--- config.mk ---
export PLATFORM = sky130hd
export DESIGN_NAME = zad1_rx_decoder
export DESIGN_NICKNAME = d
export VERILOG_FILES = /design/src/rtl/zad1_rx_decoder.sv
export SDC_FILE = /design/constraint.sdc
export NUM_CORES = 1
export LEC_CHECK = 0
export CAP_MARGIN = 30
export CORE_ASPECT_RATIO = 0.75
export CORE_MARGIN = 5
export CORE_UTILIZATION = 56
export CTS_CLUSTER_SIZE = 10
export DETAILED_ROUTE_END_ITERATION = 7
export PLACE_DENSITY = 0.88
export SKIP_LAST_GASP = 1
export SYNTH_ARGS = -nofsm -noshare
export SYNTH_HDL_FRONTEND = slang
export SYNTH_SLANG_ARGS = --single-unit
--- constraint.sdc ---
create_clock -name clk -period 4.9 [get_ports clk]
set_input_delay 0.98 -clock clk [delete_from_list [all_inputs] [get_ports clk]]
set_output_delay 0.98 -clock clk [all_outputs]
set_load 0.1 [all_outputs]
--- src/rtl/zad1_rx_decoder.sv ---
// Serial receiver for zad1 6-bit codewords: deframes start/data/stop on bit_en
// strobes, decodes the word back to a 3-bit value and counts frame/code errors.
module zad1_rx_decoder #(
    parameter int ERR_CNT_W = 8
) (
    input  logic                 clk,
    input  logic                 rst_n,
    input  logic                 bit_en,
    input  logic                 ser_in,
    input  logic                 err_clr,
    output logic [2:0]           x_out,
    output logic                 x_valid,
    output logic                 code_err,
    output logic                 frame_err,
    output logic                 busy,
    output logic [ERR_CNT_W-1:0] err_cnt
);

    typedef enum logic [1:0] {IDLE, DATA, STOP, WAIT_IDLE} state_t;

    state_t     state, state_nxt;
    logic [2:0] cnt, cnt_nxt;
    logic [5:0] word, word_nxt;
    logic       legal;
    logic [2:0] dec;
    logic       valid_nxt, code_nxt, frame_nxt, err_evt;

    always_comb begin
        legal = 1'b1;
        dec   = '0;
        case (word)
            6'h3E:   dec = 3'd0;
            6'h3D:   dec = 3'd1;
            6'h3B:   dec = 3'd2;
            6'h37:   dec = 3'd3;
            6'h2F:   dec = 3'd4;
            6'h1F:   dec = 3'd5;
            6'h2B:   dec = 3'd6;
            6'h17:   dec = 3'd7;
            default: legal = 1'b0;
        endcase
    end

    always_ff @(posedge clk or negedge rst_n) begin
        if (!rst_n) begin
            state <= IDLE;
            cnt   <= '0;
            word  <= '0;
        end else begin
            state <= state_nxt;
            cnt   <= cnt_nxt;
            word  <= word_nxt;
        end
    end

    always_comb begin
        state_nxt = state;
        cnt_nxt   = cnt;
        word_nxt  = word;
        if (bit_en) begin
            case (state)
                IDLE: begin
                    if (!ser_in) begin
                        state_nxt = DATA;
                        cnt_nxt   = '0;
                    end
                end
                DATA: begin
                    // LSB first: after six shifts y[0] sits in bit 0
                    word_nxt = {ser_in, word[5:1]};
                    cnt_nxt  = cnt + 3'd1;
                    if (cnt == 3'd5) state_nxt = STOP;
                end
                STOP:      state_nxt = ser_in ? IDLE : WAIT_IDLE;
                WAIT_IDLE: if (ser_in) state_nxt = IDLE;
                default:   state_nxt = IDLE;
            endcase
        end
    end

    always_comb begin
        valid_nxt = bit_en && (state == STOP) && ser_in && legal;
        code_nxt  = bit_en && (state == STOP) && ser_in && !legal;
        frame_nxt = bit_en && (state == STOP) && !ser_in;
        err_evt   = code_nxt || frame_nxt;
    end

    always_ff @(posedge clk or negedge rst_n) begin
        if (!rst_n) begin
            x_out     <= '0;
            x_valid   <= 1'b0;
            code_err  <= 1'b0;
            frame_err <= 1'b0;
            busy      <= 1'b0;
            err_cnt   <= '0;
        end else begin
            x_valid   <= valid_nxt;
            code_err  <= code_nxt;
            frame_err <= frame_nxt;
            busy      <= (state_nxt != IDLE);
            if (valid_nxt) x_out <= dec;
            // a clear coinciding with an error leaves that one error counted
            if (err_clr)
                err_cnt <= ERR_CNT_W'(err_evt);
            else if (err_evt && (err_cnt != '1))
                err_cnt <= err_cnt + 1'b1;
        end
    end

endmodule

==> impl_metrics.json <==
{
  "status": "finished, final reports clean",
  "die_x_um": 66.2,
  "grt_overflow_total": 0,
  "cp-end-kind": "output port",
  "crit_path_start": "err_cnt[4]",
  "relSlewSlack_pct": 34.8,
  "slew_violations": 0,
  "critical_path_arrival_ps": 1960,
  "viasPerCell": 5.74,
  "critical_path_class": "reg -> out",
  "port_buffers": 19,
  "place_congestion": 0.817,
  "synth_xor_xnor_area_share_pct": 0.661,
  "finalHoldViolCount": 0,
  "n_antenna_cell": 0,
  "leakage_nw": 0.737,
  "total_power_w": 0.000731,
  "mostFrequentLayoutCell": "dfrtp_1",
  "setup-tns-final_ps": 0,
  "min-delay-start": "x_out[2]",
  "synth_mux_area_share_pct": 7.65,
  "syn-num-nets": 141,
  "io_pins": 20,
  "crit_slowest_cell": "clkdlybuf4s50_1",
  "min_period_ps": 2940,
  "first_global_vias": 1084,
  "yosysWarningCount": 0,
  "yosys.area.top_type": "dfrtp_1",
  "synth-seq-cells": 26,
  "clk_latency_ps": 330,
  "totalWireLength_um": 2680,
  "cp_top_family": "buffers and inverters",
  "cts_tree": "done",
  "track_usage_pct": 18.7,
  "yosysUniqueCellTypes": 32,
  "synth-main-ff-cell": "dfrtp_1",
  "grt_pass1_wl_um": 4890,
  "p_per_area_nw_per_um2": 452,
  "tightest_slew_ps": 975,
  "final_cell_area_um2": 1620,
  "ys_seq_area_share_pct": 49.1,
  "async_flop_share_pct": 100,
  "post_drt_wl_per_cell_um": 14.3,
  "rows": 15,
  "hp-class": "reg -> reg",
  "clock-sinks": 26,
  "synth_top_area_share_pct": 49.1,
  "cp.required_ps": 3920,
  "drive_above_1_share_pct": 12.3,
  "cap_violations": 0,
  "cp_cell_sequence": "clkdlybuf4s50_1",
  "ctsResizeCount": 0,
  "synth-edff-count": 0,
  "hold_ws_ps": 528,
  "dr.pass1.iters": 4,
  "ys_top_cells_by_area": "dfrtp_1 49%, mux2_2 7.6%, nand2_1 4.0%",
  "die_y_um": 52.1,
  "antenna_found_initial": 0,
  "dieArea_um2": 3450,
  "max_stage_delay_ps": 1170,
  "synth_area_um2": 1330,
  "cts_buffers": 3,
  "finalSetupViolations": 0,
  "fmax_ghz": 0.341,
  "drc": 0,
  "startpoint_type": "flop",
  "start_util_pct": 58.3,
  "dpl_cell_area_um2": 1570,
  "grt_max_degree": 18,
  "rsz0062_at_grt": "false",
  "syn_inst": 133,
  "rr_startpoint": "word[5]",
  "peakVddDrop_mv": 0.246,
  "vias": 1079,
  "syn_area_per_cell_um2": 9.96,
  "area_growth_pct": 22.2,
  "h-tree-depth": 1,
  "worst-path-stages": 1,
  "synth-adder-area-share_pct": 2.83,
  "layout_common_cells": "26 x dfrtp_1, 19 x clkdlybuf4s50_1, 14 x nand2_1, 9 x nor2_1, 9 x mux2_2",
  "nNetsFinal": 163,
  "timing.final.crit_share_pct": 59.9,
  "cp_max_fo": 6,
  "synth-simple-area-share_pct": 24.4,
  "cts_buffer_depth": 2,
  "postRouteAntennaNets": 0,
  "root_buffer": "clkbuf_4",
  "hpwl_um": 2030,
  "r2r_cells": 5,
  "fin_skew_ps": 7.09,
  "postCtsHoldBufs": 0,
  "synth_compound_area_share_pct": 12.3,
  "r2r_slack_ps": 2850,
  "hold_path_depth": 1,
  "clkTransAtPathRegs_ps": 150,
  "crit_buf_inv": 1,
  "synth_top_family_by_area": "simple AND/OR/NAND/NOR gates",
  "drtIter0Drc": 67,
  "cts_setup_buffers": 0,
  "fp.coreArea_um2": 2270
}
==> final timing paths <==
kind	to
hold / removal	x_out[2]
setup / recovery	err_cnt[4]
min in group asynchronous	cnt[2]
hold reg to reg	x_out[2]
max in group asynchronous	word[4]
setup reg to reg	err_cnt[2]
==> metrics by stage <==
| stage | setup slack [ps] | instances | util [%] |
|---|---|---|---|
| after floorplan | 2620 | 133 | - |
| after global placement | 2070 | 183 | 67.8 |
| after detailed placement | 1990 | 184 | 69.0 |
| after CTS | 1940 | 188 | 71.3 |
| after global routing | 1880 | 188 | 71.3 |
| final | 1960 | 188 | 71.3 |
==> Yosys cell counts, types with 5 or more instances <==
| library cell | count |
|---|---|
| inv_1 | 6 |
| a21oi_1 | 5 |
| dfrtp_1 | 26 |
| nand3_1 | 5 |
| nor3_1 | 5 |
| nor2b_1 | 8 |
| mux2_2 | 9 |
| and3_1 | 5 |
| o21ai_0 | 8 |
| nand4_1 | 5 |
| nand2_1 | 14 |
| nor2_1 | 9 |
==> flip-flops by register name, summed over array words and instances, names as in the netlist <==
signal / flops
busy: 1
cnt: 3
code_err: 1
err_cnt: 8
frame_err: 1
state: 2
word: 6
x_out: 3
x_valid: 1
==> report_power, final <==
part	switching [W]	leakage (nW)	total, W	internal (W)
Combinational	0.000148	0.366	0.000245	0.0000970
Clock	0.0000664	0.0279	0.000149	0.0000828
Sequential	0.0000702	0.343	0.000337	0.000267
Total	0.000285	0.737	0.000731	0.000447
==> metal layers <==
metal / vias to the layer above / share of wire (%) / GRT usage [%]
met3: 8 / 6.2 / 6.91
met4: 0 / 1.5 / 4.73
li1: 518 / - / -
met1: 527 / 45 / 24.2
met5: - / 0 / 0
met2: 26 / 47 / 29.7
==> cells by family (layout without fill, tap and decap cells) <==
group	after synthesis	count (layout)
AND/OR/NAND/NOR	60	60
flip-flops	26	26
adder cells (fa/ha/maj)	3	3
multiplexers	9	9
XOR/XNOR	1	1
buffers and inverters	9	30
AO/OA/AOI/OAI	25	25
==> cell type report <==
type                       instances  area, µm²
clock buffer                       3       22.5
clock inverter                     1       30.0
fill                             186        652
inverter                           6       22.5
multi-input combinational         98        633
sequential                        26        651
tap                               34       42.5
timing repair buffer              20        218
Power figures use the tool's default switching activity.
